### src/rtl/bin_to_bcd_seq_pkg.sv
// Shared types and helpers for the sequential binary-to-BCD converter.
package bcd_pkg;

  localparam int BCD_DIGIT_W = 4;

  typedef enum logic [1:0] {
    IDLE,
    SHIFT,
    DONE
  } state_e;

  // ceil(w * log10(2)); log10(2) is carried in units of 1e-5 to stay in integers.
  function automatic int unsigned min_digits(input int unsigned w);
    int unsigned acc;
    acc = 0;
    for (int unsigned i = 0; i < w; i++) begin
      acc += 30103;
    end
    return (acc + 99999) / 100000;
  endfunction

endpackage

### src/rtl/bin_to_bcd_seq_if.sv
// Start/done handshake and result bus of the sequential binary-to-BCD converter.
interface bin_to_bcd_seq_if #(
  parameter int BIN_W  = 16,
  parameter int DIGITS = 5
) ();

  logic                  start;
  logic [BIN_W-1:0]      bin;
  logic                  ready;
  logic                  busy;
  logic                  done;
  logic [4*DIGITS-1:0]   bcd;
  logic                  neg;
  logic                  ovf;

  modport master (
    output start, bin,
    input  ready, busy, done, bcd, neg, ovf
  );

  modport slave (
    input  start, bin,
    output ready, busy, done, bcd, neg, ovf
  );

endinterface

### src/rtl/bin_to_bcd_seq_digit_adj.sv
// One double-dabble digit correction: add 3 when the digit is 5 or more.
module bcd_digit_adj
  import bcd_pkg::*;
(
  input  logic [BCD_DIGIT_W-1:0] d_i,
  output logic [BCD_DIGIT_W-1:0] d_o
);

  always_comb begin
    d_o = d_i;
    if (d_i >= BCD_DIGIT_W'(5)) begin
      d_o = d_i + BCD_DIGIT_W'(3);
    end
  end

endmodule

### src/rtl/bin_to_bcd_seq.sv
// Multi-cycle double-dabble converter: one input bit per clock, start/done handshake,
// optional two's-complement input and a sticky overflow flag.
module bin_to_bcd_seq
  import bcd_pkg::*;
#(
  parameter int BIN_W  = 16,
  parameter int DIGITS = 5,
  parameter int SIGNED = 0
) (
  input  logic             clk,
  input  logic             rst,
  bin_to_bcd_seq_if.slave  bus
);

  localparam int BCD_W = BCD_DIGIT_W * DIGITS;
  localparam int CNT_W = $clog2(BIN_W);

  state_e           state_q;
  logic [CNT_W-1:0] bit_cnt_q;
  logic [BIN_W-1:0] sr_q;
  logic [BCD_W-1:0] acc_q;
  logic             ovf_acc_q;
  logic             sign_q;

  logic             ready_q;
  logic             busy_q;
  logic             done_q;
  logic [BCD_W-1:0] bcd_q;
  logic             neg_q;
  logic             ovf_q;

  logic [BCD_W-1:0] acc_adj;
  logic [BCD_W-1:0] acc_d;
  logic [BIN_W-1:0] sr_d;
  logic             carry_out;
  logic             ovf_acc_d;
  logic             in_neg;
  logic [BIN_W-1:0] in_mag;

  for (genvar k = 0; k < DIGITS; k++) begin : g_adj
    bcd_digit_adj u_adj (
      .d_i (acc_q[k*BCD_DIGIT_W +: BCD_DIGIT_W]),
      .d_o (acc_adj[k*BCD_DIGIT_W +: BCD_DIGIT_W])
    );
  end

  // The bit leaving the top digit is folded into the overflow accumulator.
  always_comb begin
    {carry_out, acc_d, sr_d} = {acc_adj, sr_q, 1'b0};
    ovf_acc_d = ovf_acc_q | carry_out;
  end

  always_comb begin
    in_neg = (SIGNED != 0) && bus.bin[BIN_W-1];
    in_mag = bus.bin;
    if (in_neg) begin
      in_mag = ~bus.bin + BIN_W'(1);
    end
  end

  always_ff @(posedge clk or posedge rst) begin
    if (rst) begin
      state_q   <= IDLE;
      bit_cnt_q <= '0;
      sr_q      <= '0;
      acc_q     <= '0;
      ovf_acc_q <= 1'b0;
      sign_q    <= 1'b0;
      ready_q   <= 1'b1;
      busy_q    <= 1'b0;
      done_q    <= 1'b0;
      bcd_q     <= '0;
      neg_q     <= 1'b0;
      ovf_q     <= 1'b0;
    end else begin
      done_q <= 1'b0;
      case (state_q)
        IDLE, DONE: begin
          if (bus.start) begin
            sr_q      <= in_mag;
            sign_q    <= in_neg;
            acc_q     <= '0;
            ovf_acc_q <= 1'b0;
            bit_cnt_q <= CNT_W'(BIN_W - 1);
            state_q   <= SHIFT;
            ready_q   <= 1'b0;
            busy_q    <= 1'b1;
          end else begin
            state_q <= IDLE;
            ready_q <= 1'b1;
            busy_q  <= 1'b0;
          end
        end
        SHIFT: begin
          acc_q     <= acc_d;
          sr_q      <= sr_d;
          ovf_acc_q <= ovf_acc_d;
          if (bit_cnt_q == '0) begin
            // Results come from the final shift directly so they are valid while done is high.
            state_q <= DONE;
            ready_q <= 1'b1;
            busy_q  <= 1'b0;
            done_q  <= 1'b1;
            bcd_q   <= acc_d;
            ovf_q   <= ovf_acc_d;
            neg_q   <= sign_q;
          end else begin
            bit_cnt_q <= bit_cnt_q - CNT_W'(1);
          end
        end
        default: begin
          state_q <= IDLE;
          ready_q <= 1'b1;
          busy_q  <= 1'b0;
        end
      endcase
    end
  end

  assign bus.ready = ready_q;
  assign bus.busy  = busy_q;
  assign bus.done  = done_q;
  assign bus.bcd   = bcd_q;
  assign bus.neg   = neg_q;
  assign bus.ovf   = ovf_q;

endmodule

### src/flat_wrapper.sv
// flat-port wrapper written by rule: the top's interface ports become plain ports
module bin_to_bcd_seq_flat import bcd_pkg::*;
#(
  parameter int BIN_W  = 16,
  parameter int DIGITS = 5,
  parameter int SIGNED = 0
)
  (clk, rst, bus_start, bus_bin, bus_ready, bus_busy, bus_done, bus_bcd, bus_neg, bus_ovf);
  bin_to_bcd_seq_if #(.BIN_W(BIN_W), .DIGITS(DIGITS)) bus_i ();
  input  logic clk;
  input  logic rst;
  input wire logic [$bits(bus_i.start)-1:0] bus_start;
  input wire logic [$bits(bus_i.bin)-1:0] bus_bin;
  output wire logic [$bits(bus_i.ready)-1:0] bus_ready;
  output wire logic [$bits(bus_i.busy)-1:0] bus_busy;
  output wire logic [$bits(bus_i.done)-1:0] bus_done;
  output wire logic [$bits(bus_i.bcd)-1:0] bus_bcd;
  output wire logic [$bits(bus_i.neg)-1:0] bus_neg;
  output wire logic [$bits(bus_i.ovf)-1:0] bus_ovf;
  assign bus_i.start = bus_start;
  assign bus_i.bin = bus_bin;
  assign bus_ready = bus_i.ready;
  assign bus_busy = bus_i.busy;
  assign bus_done = bus_i.done;
  assign bus_bcd = bus_i.bcd;
  assign bus_neg = bus_i.neg;
  assign bus_ovf = bus_i.ovf;
  bin_to_bcd_seq #(.BIN_W(BIN_W), .DIGITS(DIGITS), .SIGNED(SIGNED)) u_core (.clk(clk), .rst(rst), .bus(bus_i));
endmodule
### config.mk
export PLATFORM = sky130hd
export DESIGN_NAME = bin_to_bcd_seq_flat
export DESIGN_NICKNAME = d
export VERILOG_FILES = /design/src/rtl/bin_to_bcd_seq_pkg.sv /design/src/rtl/bin_to_bcd_seq_if.sv /design/src/rtl/bin_to_bcd_seq_digit_adj.sv /design/src/rtl/bin_to_bcd_seq.sv /design/src/flat_wrapper.sv
export SDC_FILE = /design/constraint.sdc
export NUM_CORES = 1
export LEC_CHECK = 0
export BUFFER_PORTS_ARGS = -buffer_cell sky130_fd_sc_hd__buf_2
export CAP_MARGIN = 20
export CORE_ASPECT_RATIO = 1.25
export CORE_MARGIN = 3
export CORE_UTILIZATION = 58
export CTS_BUF_LIST = sky130_fd_sc_hd__clkbuf_4 sky130_fd_sc_hd__clkbuf_8
export DETAILED_ROUTE_END_ITERATION = 10
export PLACE_DENSITY_LB_ADDON = 0.3
export SLEW_MARGIN = 20
export SYNTH_ARGS = -nofsm -noshare
export SYNTH_HDL_FRONTEND = slang
export SYNTH_SLANG_ARGS = --single-unit
export TNS_END_PERCENT = 5
### constraint.sdc
create_clock -name clk -period 2.1 [get_ports clk]
set_input_delay 0.105 -clock clk [delete_from_list [all_inputs] [get_ports clk]]
set_output_delay 0.105 -clock clk [all_outputs]
set_load 0.01 [all_outputs]
==> key figures, run 1 <==
Status
  – Status: completed

Routing
  – DRT iter0 DRCs: 119
  – Met2 routed WL: 3.14 mm
  – Final antenna-violating net count: 0
  – Met1 wire length: 2.80 mm
  – Via/cell ratio: 5.52
  – Met3 wire len: 262 um
  – DR vias: 2386
  – Final WL: 6.30 mm
  – Highest layer used for signal routing: met4
  – DR pass1 iterations: 5
  – DRC: 0
  – WL/cell: 14.6 um

STA
  – Setup Skew: 0.00619 ns
  – Max Fclk: 0.623 GHz
  – Slew Limit Fails: 0
  – Final worst setup slack: 0.496 ns
  – Setup TNS: 0 ns
  – Setup violators final: 0
  – Final period util: 76.4%
  – Min cycle time layout: 1.60 ns
  – Final Hold Fails: 0
  – RSZ-0062 raised after global routing: false

Layout
  – # fillers: 372
  – Diode count: 0
  – Post-layout nets: 396
  – Layout Area Growth over Synthesis: 20.2%
  – Layout cells sized above 1: 24.9%
  – Fin cells: 432
  – Final core occ: 73.5%

Global route
  – First-pass GRT wire length: 10.7 mm
  – GRT Util Overall: 21.7%
  – Grt total ovfl: 0
  – Vias in the first global route: 2370
  – Initial antenna violation count: 0
  – Largest net degree at the start of global routing: 68

Worst setup path
  – WP data required: 2.37 ns
  – CP Class: reg -> reg
  – Critical Path AT: 1.88 ns
  – Cells on worst reg2reg path: 6
  – RR Startpoint: u_core.acc_q[12]
  – Worst reg-to-reg setup slack: 0.50 ns
  – Worst path cell trace: inv_1 -> ha_1 -> nand2b_2 -> a21oi_4 -> mux2i_1 -> mux2_4
  – Slowest-stage cell, CP: dfrtp_1
  – CP bufs+invs: 1
  – RR Endpoint: u_core.bus.bcd[14]
  – CP startpoint kind: flip-flop
  – CP Max Fanout: 5
  – Crit. Startpoint: u_core.acc_q[12]
  – CP endpoint kind: flip-flop
  – Largest delay share family, worst path: multiplexers
  – Slowest stage delay, CP: 0.41 ns

Yosys
  – Warnings, synthesis: 0
  – Fraction of registers with async set/reset: 100%
  – Seq/Total Area, Yosys: 52.9%
  – Synth cell types: 41
  – Flops & latches, synth: 67
  – Synth Instances: 303
  – Synth Cell Area: 0.00317 mm2
  – Main synth FF type: dfrtp_1
  – Number of synthesized flops with an enable pin: 0
  – Net Count, Synth: 334
  – Syn Area/Cell: 10.5 um2

Run
  – Max Cap Viol: 0

Place
  – DP Wirelength: 4.06 mm
  – Post-Place Cells: 399
  – Placer Congestion: 0.795
  – # port buffers: 42
  – Dpl ws: 0.532 ns

Hold path
  – Hold Path Class: in -> async

Power and ir drop
  – Peak supply drop: 0.863 mV
  – Pwr Density: 1520 mW/mm2
  – Leakage: 1.88 nW
  – Total power: 5.79 mW

Floorplanning
  – Starting Density: 61.1%
  – Die Span X: 72.1 um
  – IO Pins: 44
  – FP Rows: 29
  – Core footprint: 0.00519 mm2
  – Die height: 88.7 um
  – Die Area: 0.00640 mm2

Clock tree
  – H-tree levels: 3
  – CTS tree: built
  – CTS sink count: 67
  – Clock latency at the later pin of the worst-skew pair: 0.34 ns
  – Total CTS buffers: 9
  – Clk buf depth: 2
  – Clk slew on worst S/H paths: 0.07 ns
  – Root buffer cell: clkbuf_8
  – Post-CTS setup buffer count: 0
[kinds of logic (layout without fill, tap and decap cells)]
group	count (synthesis)	count (layout)	synth area share (%)
and+or+nand+nor	98	98	15.5
adders and majority gates	12	12	4.74
other	1	1	0.118
buffers and inverters	30	97	4.58
AOI/OAI and AO/OA	80	80	16.9
muxes	10	10	3.83
DFF	67	67	52.9
xor gates and xnor gates	5	5	1.38
[area by class of cell]
class,instances,area (um2),area share [%]
tap,62,77.6,2.04
inverter,16,65.1,1.71
sequential,67,1680,44.0
clock inverter,2,35.0,0.919
multi-input combinational,206,1350,35.4
clock buffer,14,168,4.40
timing repair buffer,65,438,11.5
[placed cells by master, fill, tap and decap left out, types with 3 or more instances in the layout]
master          n
a21oi_1        12
a21oi_4         4
a22o_1          4
a22o_2          4
a22oi_1        15
a31oi_1         3
buf_2          42
buf_4           5
clkbuf_4        4
clkbuf_8       10
dfrtp_1        66
dlygate4sd3_1  17
ha_1           12
inv_1          14
mux2_4          4
mux2i_1         5
nand2_1        60
nand2b_2        4
nand3_1         4
nor2_1          3
nor3_1          8
nor3b_1         9
o21ai_0        14
o21ai_1        18
xnor2_1         5
[synthesized netlist by cell type, types with 2 or more instances]
| cell type | instances | share of area [%] |
|---|---|---|
| nor3_1 | 8 | 1.3 |
| a211oi_1 | 2 | 0.47 |
| buf_2 | 10 | 1.6 |
| o21ai_0 | 14 | 2.2 |
| a22oi_1 | 15 | 3.6 |
| a22o_1 | 4 | 1.1 |
| a22o_2 | 4 | 1.3 |
| a21o_1 | 2 | 0.47 |
| a21oi_1 | 12 | 1.9 |
| mux2i_1 | 5 | 1.6 |
| mux2_4 | 4 | 1.9 |
| buf_4 | 2 | 0.47 |
| nand2b_2 | 4 | 1.1 |
| nand2_1 | 60 | 7.1 |
| inv_1 | 15 | 1.8 |
| nor2_1 | 3 | 0.36 |
| a31oi_1 | 3 | 0.59 |
| nand2b_1 | 2 | 0.39 |
| xnor2_1 | 5 | 1.4 |
| dfrtp_1 | 66 | 52 |
| o21ai_1 | 18 | 2.8 |
| nor3b_1 | 9 | 2.1 |
| ha_1 | 12 | 4.7 |
| a21oi_4 | 4 | 2.1 |
| nand3_1 | 4 | 0.63 |
[through the flow]
stage                     instance area (um2)  hold WS [ns]
after floorplan                          3170         0.233
after global placement                   3440         0.203
after detailed placement                 3440         0.208
after CTS                                3810         0.395
after global routing                     3810         0.419
final                                    3810         0.381
[how the worst max path moves through the flow]
stage | to | slack [ns] | cells after the start
detailed placement | u_core.bus.bcd[18] | 0.53 | 6
CTS | u_core.bus.bcd[6] | 0.52 | 6
finish | u_core.bus.bcd[14] | 0.50 | 6
floorplan | u_core.acc_q[0] | 0.31 | 1
global placement | u_core.bus.bcd[18] | 0.59 | 6
global route | u_core.bus.bcd[6] | 0.36 | 6
[where the power goes]
part,internal [mW],switching (mW)
combinational,1.10,1.32
clock,0.633,0.451
sequential,1.84,0.446
[sequential cells by signal, summed over array words and instances, names as in the netlist]
signal and cells:
u_core.acc_q 20, u_core.bit_cnt_q 4, u_core.ovf_acc_q 1, u_core.bus.bcd 20, u_core.state_q 2, u_core.sr_q 16
u_core.bus.busy 1, u_core.bus.ready 1, u_core.bus.done 1, u_core.bus.ovf 1
[timing repair]
action	in CTS	in global routing
hold buffers	17	0
gates resized for setup	0	0
hold endpoints to repair	82	0
[per-layer routing]
metal | GRT usage, % | vias to the layer above
met1 | 27.5 | 1143
met5 | 0 | -
met3 | 5.80 | 10
met2 | 35.1 | 66
li1 | - | 1167
met4 | 9.40 | 0
[worst register-to-register path, stage by stage (launching register included)]
cell and delay [ns]:
dfrtp_1 0.41, inv_1 0.11, ha_1 0.27, nand2b_2 0.11, a21oi_4 0.18, mux2i_1 0.28, mux2_4 0.19
Note: power is estimated with default switching activity, not from simulation.
==> run 2, diff against run 1 <==
==> constraint.sdc (replaced) <==
create_clock -name clk -period 1.55 [get_ports clk]
set_input_delay 0.0775 -clock clk [delete_from_list [all_inputs] [get_ports clk]]
set_output_delay 0.0775 -clock clk [all_outputs]
set_load 0.01 [all_outputs]
==> run 2 against run 1 <==
  * Sequential power grew 36%
  * Cell area is 3.2% higher
  * Clock skew increased by 0.0015 ns
  * Clock power up 44%
  * Setup slack worse by 0.47 ns
  * Critical endpoint is now u_core.bus.bcd[10]
  * First-iteration DRC count is 11% lower
  * Highest routed layer unchanged
  * Critical path depth unchanged
  * Global-route usage grew 0.93 points
  * Core utilization increased by 2.4 points
  * Final cell count is 1.4% higher
  * Die area is the same
  * Sequential share of layout area decreased by 1.4 points
==> key figures, run 2 (same netlist as run 1, synthesis figures left out) <==
Layout
  – Area of the multi-input gates: 0.00139 mm2
  – Most frequent cells in the layout: dfrtp_1, nand2_1, buf_2, o21ai_1, dlygate4sd3_1
  – Diode count: 0
  – Post-layout nets: 403
  – Layout Area Growth over Synthesis: 24.1%
  – Commonest non-fill, non-tap cell in the layout: dfrtp_1
  – # fillers: 360
  – Layout cells sized above 1: 29.3%
  – Storage element area: 0.00168 mm2
  – Final core occ: 75.8%
  – Cell area after layout: 0.00393 mm2

Power and ir drop
  – Peak supply drop: 1.28 mV
  – NetSw: 3.13 mW
  – Sequential fraction of design power: 37.9%
  – Pwr Density: 2090 mW/mm2
  – Part of the power in combinational logic: 43.2%
  – Clk pwr share: 18.9%
  – Leakage: 1.91 nW
  – Int Power: 5.11 mW
  – Sw Ratio: 37.9%
  – Total power: 8.24 mW

Worst setup path
  – Critical Path AT: 1.81 ns
  – Slowest stage delay, CP: 0.39 ns
  – Crit. Startpoint: u_core.acc_q[9]
  – RR Startpoint: u_core.acc_q[9]
  – CP bufs+invs: 1
  – Largest delay share family, worst path: multiplexers
  – CP Class: reg -> reg
  – WP data required: 1.84 ns
  – Slowest-stage cell, CP: dfrtp_1
  – CP Max Fanout: 3
  – CP startpoint kind: flip-flop
  – CP endpoint kind: flip-flop
  – Worst path cell trace: inv_2 -> ha_1 -> nand2b_2 -> a21oi_4 -> mux2i_2 -> mux2_4

Routing
  – DR vias: 2435
  – WL/cell: 15.1 um
  – Final WL: 6.61 mm
  – Final antenna-violating net count: 0
  – DR pass1 iterations: 4
  – Via/cell ratio: 5.56
  – DRT iter0 DRCs: 106
  – DRC: 0

Place
  – # port buffers: 42
  – Dpl ws: 0.0138 ns
  – Dpl cell area: 0.00350 mm2
  – DP Wirelength: 4.16 mm
  – Placer Congestion: 0.800

Global route
  – GRT Util Overall: 22.7%
  – Largest net degree at the start of global routing: 68
  – Vias in the first global route: 2384
  – Initial antenna violation count: 0
  – First-pass GRT wire length: 11.0 mm
  – Grt total ovfl: 0

Floorplanning
  – Core footprint: 0.00519 mm2
  – Die Span X: 72.1 um
  – IO Pins: 44
  – Die height: 88.7 um
  – FP Rows: 29
  – Die Area: 0.00640 mm2
  – Starting Density: 61.1%

STA
  – Setup Skew: 0.00772 ns
  – RSZ-0062 raised after global routing: true
  – Max Fclk: 0.657 GHz
  – Min cycle time layout: 1.52 ns
  – Setup TNS: 0 ns
  – Final Hold Fails: 0
  – Final worst setup slack: 0.0270 ns
  – Final period util: 98.3%
  – Setup violators final: 0
  – Slew Limit Fails: 0

Clock tree
  – Clock latency at the later pin of the worst-skew pair: 0.34 ns
  – CTS tree: built
  – Clk slew on worst S/H paths: 0.07 ns
  – H-tree levels: 3
  – Root buffer cell: clkbuf_8
  – Total CTS buffers: 9
  – CTS sink count: 67
  – Clk buf depth: 2

Hold path
  – Hold Path Class: in -> async

Status
  – Status: completed

Run
  – Max Cap Viol: 0
[run 2: worst register-to-register path, delay by kind of cell (launching register included)]
family	cells	cell delay (ns)
AND/OR/NAND/NOR	1	0.21
flip-flops	1	0.39
AO/OA/AOI/OAI	1	0.18
adder cells (fa/ha/maj)	1	0.19
buffers and inverters	1	0.08
multiplexers	2	0.43
[run 2: metrics by stage]
stage          hold slack (ns)  cells
3_3_place_gp             0.195    405
3_5_place_dp             0.200    405
6_report                 0.361    438
2_1_floorplan            0.206    303
5_1_grt                  0.428    438
4_1_cts                  0.380    437
[run 2: final cells by class]
class	count	share of cell area (%)
inverter	16	1.75
clock buffer	14	4.74
multi-input combinational	206	35.3
sequential	67	42.7
timing repair buffer	72	12.8
clock inverter	1	0.763
tap	62	1.97
[run 2: worst paths after layout]
kind	endpoint	slack (ns)	cells past startpoint
max in group asynchronous	u_core.bus.ready	0.84	4
max	u_core.bus.bcd[10]	0.03	6
min reg2reg	u_core.bus.bcd[7]	0.48	2
min in group clk	u_core.sr_q[3]	0.39	5
max reg2reg	u_core.bus.bcd[10]	0.03	6
min	u_core.bus.bcd[11]	0.36	4
[run 2: power by group through the flow]
| stage | clock, mW | sequential (mW) | combinational (mW) |
|---|---|---|---|
| final | 1.56 | 3.12 | 3.56 |
| after detailed placement | 0 | 3.12 | 3.37 |
| after floorplan | 0 | 3.11 | 2.40 |
| after global placement | 0 | 3.07 | 3.23 |
| after CTS | 1.57 | 3.10 | 3.44 |
| after global routing | 1.65 | 3.22 | 3.97 |
[run 2: repair_timing]
item | 4_1_cts | 5_1_grt
setup buffers | 0 | 1
setup endpoints to repair | 2 | 12
pin swaps | 0 | 4
hold buffers | 17 | 0
resized for setup | 2 | 13
endpoints found under the hold margin | 82 | 0
[run 2: metal layers]
layer | routed length, um | vias to the layer above | part of all wire (%) | GRT usage (%)
met5 | 0 | - | 0 | 0
met4 | 163 | 0 | 2.5 | 12.8
met3 | 247 | 13 | 3.7 | 3.75
met2 | 3320 | 68 | 50 | 38.7
met1 | 2870 | 1172 | 43 | 27.0
li1 | - | 1182 | - | -
